`config.mk`:
```
export PLATFORM = sky130hd
export DESIGN_NAME = traffic_intersection_ctrl
export DESIGN_NICKNAME = d
export VERILOG_FILES = /design/src/rtl/traffic_intersection_ctrl.sv
export SDC_FILE = /design/constraint.sdc
export NUM_CORES = 1
export LEC_CHECK = 0
export CAP_MARGIN = 0
export CORE_ASPECT_RATIO = 0.9
export CORE_MARGIN = 3
export CORE_UTILIZATION = 55
export DETAILED_ROUTE_END_ITERATION = 6
export GPL_ROUTABILITY_DRIVEN = 0
export PLACE_DENSITY = 0.9
export SLEW_MARGIN = 5
export SYNTH_ARGS = -nofsm -noshare
export SYNTH_HDL_FRONTEND = slang
export SYNTH_SLANG_ARGS = --single-unit
```
`constraint.sdc`:
```
create_clock -name clk -period 4.6 [get_ports clk]
set_input_delay 0.69 -clock clk [delete_from_list [all_inputs] [get_ports clk]]
set_output_delay 0.69 -clock clk [all_outputs]
set_load 0.02 [all_outputs]
```
`src/rtl/traffic_intersection_ctrl.sv`:
```
// traffic_intersection_ctrl: two-approach signal controller with all-red clearance and tick-counted dwells.
// Define TRAFFIC_PED_EN to compile in the pedestrian request latch and PED_WALK phase.
module traffic_intersection_ctrl #(
    parameter int GREEN_TICKS  = 30,
    parameter int YELLOW_TICKS = 5,
    parameter int ALLRED_TICKS = 2,
    parameter int PED_TICKS    = 10,
    parameter int CNT_W        = 8
) (
    input  logic       clk,
    input  logic       reset,
    input  logic       tick,
    input  logic       ped_req,
    output logic [2:0] ns_lights,
    output logic [2:0] ew_lights,
    output logic       ped_walk,
    output logic [2:0] phase
);
    typedef enum logic [2:0] {
        ALL_RED   = 3'd0,
        NS_GREEN  = 3'd1,
        NS_YELLOW = 3'd2,
        EW_GREEN  = 3'd3,
        EW_YELLOW = 3'd4,
        PED_WALK  = 3'd5
    } state_t;

    localparam int MAX_A = GREEN_TICKS > YELLOW_TICKS ? GREEN_TICKS : YELLOW_TICKS;
    localparam int MAX_B = ALLRED_TICKS > PED_TICKS ? ALLRED_TICKS : PED_TICKS;
    localparam int MAX_T = MAX_A > MAX_B ? MAX_A : MAX_B;

    if (MAX_T - 1 >= (1 << CNT_W) || GREEN_TICKS < 1 || YELLOW_TICKS < 1 ||
        ALLRED_TICKS < 1 || PED_TICKS < 1) begin : g_bad_params
        $error("traffic_intersection_ctrl: durations must be >= 1 and fit in CNT_W bits");
    end

    state_t           r_state;
    logic [CNT_W-1:0] r_cnt;
    logic             r_next_dir;
    logic [2:0]       r_ns;
    logic [2:0]       r_ew;
    state_t           w_next;
    state_t           w_green;
    logic             w_adv;
    logic             w_ped;
    logic [CNT_W-1:0] w_load;
    logic [2:0]       w_ns;
    logic [2:0]       w_ew;

`ifdef TRAFFIC_PED_EN
    logic r_ped_pending;
    logic r_ped_walk;
    assign w_ped    = r_ped_pending;
    assign ped_walk = r_ped_walk;
`else
    logic w_unused;
    assign w_ped    = 1'b0;
    assign ped_walk = 1'b0;
    assign w_unused = ped_req;
`endif

    // Unreachable codes fall through to ALL_RED on their next advance.
    always_comb begin
        w_adv   = tick && (r_cnt == '0);
        w_green = r_next_dir ? EW_GREEN : NS_GREEN;
        w_next  = (r_state == NS_GREEN)  ? NS_YELLOW :
                  (r_state == NS_YELLOW) ? ALL_RED :
                  (r_state == EW_GREEN)  ? EW_YELLOW :
                  (r_state == EW_YELLOW) ? ALL_RED :
                  (r_state == PED_WALK)  ? w_green :
                  (r_state == ALL_RED)   ? (w_ped ? PED_WALK : w_green) : ALL_RED;
        w_load  = (w_next == NS_GREEN || w_next == EW_GREEN)   ? CNT_W'(GREEN_TICKS - 1) :
                  (w_next == NS_YELLOW || w_next == EW_YELLOW) ? CNT_W'(YELLOW_TICKS - 1) :
                  (w_next == PED_WALK)                         ? CNT_W'(PED_TICKS - 1) :
                                                                 CNT_W'(ALLRED_TICKS - 1);
        w_ns    = (w_next == NS_GREEN) ? 3'b001 : (w_next == NS_YELLOW) ? 3'b010 : 3'b100;
        w_ew    = (w_next == EW_GREEN) ? 3'b001 : (w_next == EW_YELLOW) ? 3'b010 : 3'b100;
    end

    always_ff @(posedge clk or posedge reset) begin
        if (reset) begin
            r_state    <= ALL_RED;
            r_cnt      <= CNT_W'(ALLRED_TICKS - 1);
            r_next_dir <= 1'b0;
            r_ns       <= 3'b100;
            r_ew       <= 3'b100;
`ifdef TRAFFIC_PED_EN
            r_ped_pending <= 1'b0;
            r_ped_walk    <= 1'b0;
`endif
        end else begin
            if (w_adv) begin
                r_state    <= w_next;
                r_cnt      <= w_load;
                r_ns       <= w_ns;
                r_ew       <= w_ew;
                r_next_dir <= (w_next == NS_YELLOW) ? 1'b1 : (w_next == EW_YELLOW) ? 1'b0 : r_next_dir;
`ifdef TRAFFIC_PED_EN
                r_ped_walk <= (w_next == PED_WALK);
`endif
            end else if (tick) begin
                r_cnt <= r_cnt - 1'b1;
            end
`ifdef TRAFFIC_PED_EN
            // Entering the walk consumes the request, including one arriving on that same edge.
            r_ped_pending <= (w_adv && w_next == PED_WALK) ? 1'b0 : (r_ped_pending | ped_req);
`endif
        end
    end

    assign ns_lights = r_ns;
    assign ew_lights = r_ew;
    assign phase     = r_state;
endmodule

```
### Word-level counts from Yosys, hierarchy flattened

Index checks and enable logic that the tools add are counted.

| word-level totals | value |
|---|---|
| flip-flop bits (word level) | 18 |
| word-level logic and storage cells | 42 |

| cells by class | value |
|---|---|
| $add $sub $neg | 1 |
| eq/ne operators | 10 |
| muxes and demuxes | 18 |
| reduce and logical (&&, ||, !) cells | 8 |

Operators with widths:

| cell | number |
|---|---|
| 2-to-1 mux 3 bit | 7 |
| 2-to-1 mux 8 bit | 2 |
| equality test 3 x 2 -> 1 bit, second input constant | 4 |
| equality test 3 bit, second input constant | 4 |
| logical NOT 8 bit | 1 |
| 2-to-1 mux 2 bit | 4 |
| 2-to-1 mux 4 bit | 2 |
| subtractor 8 x 1 -> 8 bit, second input constant | 1 |
| equality test 3 x 1 -> 1 bit, second input constant | 2 |
| 2-to-1 mux 5 bit | 1 |
| nonzero test 2 bit | 2 |
| logical NOT 3 bit | 1 |
| logical OR 1 bit | 2 |
| 2-to-1 mux 1 bit | 2 |
| AND reduction 2 bit | 1 |
| logical AND 1 bit | 1 |

### Longest topological paths before layout

| logic depth | value |
|---|---|
| depth after elaboration | 12 |
| depth in mapped cells | 6 |
| gate-level depth less buffers | 5 |

### Least setup slack after synthesis

OpenSTA, ideal clock, no wires.

| path | value |
|---|---|
| kind | input to register |
| from | input tick |
| to | register r_ns[0] (netlist: ns_lights[0]) |
| library setup time | 0.125 ns |
| arrival time | 1.570 ns |
| required time | 4.475 ns |
| setup slack | 2.905 ns |
| stages | 3 |
| buffers on the path | 0 |
| cells stage by stage | nand4bb_1 nor3_1 mux2_2 |

| on the way | value |
|---|---|
| cells in the longest elaborated chain, start to end | 1 |

Ends and longest elaborated chain:

| element | RTL line | text |
|---|---|---|
| start, declared | 12 | `input logic tick,` |
| logical AND 1 bit | 64 | `w_adv = tick && (r_cnt == '0);` |
| end signal, assigned | 95 | `r_ns <= w_ns;` |
| end, declared | 40 | `logic [2:0] r_ns;` |

Every way passes these cells.
A chain may end at the register's enable or synchronous reset.

### Final worst setup path

| path | value |
|---|---|
| from | input tick |
| to | register r_ew[0] (netlist: ew_lights[0]) |

| on the way | value |
|---|---|
| cells in the longest elaborated chain, start to end | 1 |

Ends and longest elaborated chain:

| element | RTL line | text |
|---|---|---|
| logical AND 1 bit | 64 |  |
| end signal, assigned | 96 | `r_ew <= w_ew;` |
| end, declared | 41 | `logic [2:0] r_ew;` |

Every way passes these cells.

==> impl_metrics.tcl <==
set metrics [dict create \
    path_delay_family "simple AND/OR/NAND/NOR gates" \
    fin_setup_tns_ns 0 \
    antenna_left 0 \
    synth_most_common_cell "dfrtp_1" \
    grt_pass1_wl_um 3180 \
    hp-class "register to register" \
    die_h_um 47.5 \
    synth_top_area_frac 0.357 \
    fin_crit_ns 2.72 \
    layout.cells.non_filler 136 \
    grt_overflow 0 \
    drive_gt1_frac 0.161 \
    dp_hpwl_um 1370 \
    path_depth 4 \
    crit_chain "clkdlybuf4s50_1, nand4bb_1, or3_4, o41ai_2" \
    use_met3 0.0405 \
    fill_cells 122 \
    cts_setup_buffers 0 \
    gr-usage-met2 0.281 \
    syn2layout_area_growth_pct 12.3 \
    first_iter_violations 17 \
    ys_ff_latch 18 \
    slowest_delay_ns 0.69 \
    grt_antenna_before_repair 0 \
    fin_worst_skew_ns 0.00223 \
    n_antenna_cell 0 \
    grt_use_total 0.180 \
    routed_wl_um 1950 \
    finalCritPeriodShare 0.591 \
    portBuffers 11 \
    drc 0 \
    path_buf_inv 1 \
    rows 14 \
    via_per_inst 6.04 \
    status "complete, no violations" \
    place_inst 132 \
    syn_nets 109 \
    synth_area_leaders "dfrtp_1, dfstp_2, mux2_2, o21ai_0, inv_1" \
    htreeDepth 1 \
    fin_area_mm2 0.00118 \
    grt_max_degree 19 \
    die_area_mm2 0.00247 \
    max-vdd-ir-drop_uv 409 \
    chipWidth_um 52.1 \
    cts.path.max_buffers 2 \
    initial_utilization 0.606 \
    cellPowerDensity_mw_per_mm2 611 \
    wire_per_inst_um 14.3 \
    grt_pass1_vias 700 \
    netlist_area_mm2 0.00105 \
    worst_pin_slew_ns 0.661 \
    synth_flop_cell "dfrtp_1" \
    synth_cell_type_count 43 \
    multi_input_area_um2 529 \
    finalHoldViolations 0 \
    cp-end-kind "register" \
    layout.nets 118 \
    yosys_warnings 0 \
    ctsHoldBuffers 0 \
    p_leak_nw 0.502 \
    max-cap-violations 0 \
    synth_top_area_cell "dfrtp_1" \
    arrival_ns 2.91 \
    clock_latency_ns 0.29 \
    rsz0062_at_grt "false" \
    worstHoldPathCells 1 \
    ys_seq_area_frac 0.432 \
    top_usage_layer "met2" \
    avgSynthCellArea_um2 10.1 \
    cts_tree "built" \
    path_clk_slew_ns 0.10 \
    path_max_fanout 13 \
    hold_ws_ns 0.483 \
    root_buffer "clkbuf_4" \
    crit_type "input pin to register" \
    dr.pass1.iters 5 \
    cts_sinks 18 \
    required_ns 4.79 \
    synth_edf_count 0 \
    maxSlewHeadroom 0.559 \
    seqCellArea_um2 454 \
    async_flop_share 1.00 \
    ctsResizeCount 0 \
    setup_viol 0 \
    grt_use_met1 0.239 \
    pin_count 14 \
    vias 821 \
    synthCells 104 \
    numCtsBuffers 3 \
    startpoint_type "input pin" \
    reg2regPathDepth 5 \
    dpl_cell_area_mm2 0.00115 \
    synth_common_cells "dfrtp_1, inv_1, nor2_1, o21ai_0, clkbuf_1" \
    core_area_mm2 0.00173 \
    finalMaxSlewViolations 0 \
    power_uw 720 \
    max_freq_ghz 0.368 \
    crit_slowest_cell "clkdlybuf4s50_1" \
]
[sequential cells by signal (all words and copies together), names as in the netlist]
| register | count |
|---|---|
| ns_lights | 3 |
| r_cnt | 8 |
| r_next_dir | 1 |
| phase | 3 |
| ew_lights | 3 |
[cell usage in the layout (no fill, tap or decap), types with 3 or more instances in the layout]
cell type / count
mux2_2: 4
nor3_1: 4
o21ai_0: 6
o211ai_1: 4
nand4_1: 3
nor2b_1: 3
dfstp_2: 3
dfrtp_1: 15
a21o_1: 3
nand2_1: 4
inv_1: 8
clkbuf_4: 3
clkdlybuf4s50_1: 11
nor2_1: 6
[final timing paths]
check                              from           end  slack [ns]
max                                tick  ew_lights[0]        1.88
max reg2reg                    r_cnt[1]  ew_lights[0]        2.32
min reg2reg                ns_lights[1]  ns_lights[1]        0.48
max in group asynchronous         reset      phase[0]        3.40
min                        ns_lights[1]  ns_lights[1]        0.48
min in group asynchronous         reset      r_cnt[3]        0.78
[final cells by class]
cell class              instances  area share
clock buffers                   4      0.0223
flip-flops and latches         18       0.385
repair buffers                 11      0.0933
inverters                       8      0.0255
multi-input cells              71       0.449
well taps                      24      0.0255
[cells by family (layout without fill, tap and decap cells)]
group	count (synthesis)	count (layout)	synth area share
AO/OA/AOI/OAI	24	24	0.170
buffers and inverters	15	23	0.0643
flip-flops	18	18	0.432
adder cells (fa/ha/maj)	2	2	0.0214
other	1	1	0.00357
XOR/XNOR	2	2	0.0167
AND/OR/NAND/NOR	36	36	0.230
multiplexers	6	6	0.0619
[through the flow]
step / worst slack, ns / utilization
2_1_floorplan: 2.90 / -
3_3_place_gp: 1.64 / 0.665
3_5_place_dp: 1.58 / 0.665
4_1_cts: 1.87 / 0.680
5_1_grt: 1.76 / 0.680
6_report: 1.88 / 0.680
[report_power, final]
group | total, mW | internal, mW | switching, mW
Clock | 0.0816 | 0.0337 | 0.0479
Combinational | 0.328 | 0.152 | 0.176
Sequential | 0.311 | 0.223 | 0.0881
[metal layers]
metal	wire length [um]	vias to the layer above
met4	34	0
met1	960	399
li1	-	394
met5	0	-
met3	63	5
met2	888	23
Power figures use the tool's default switching activity.
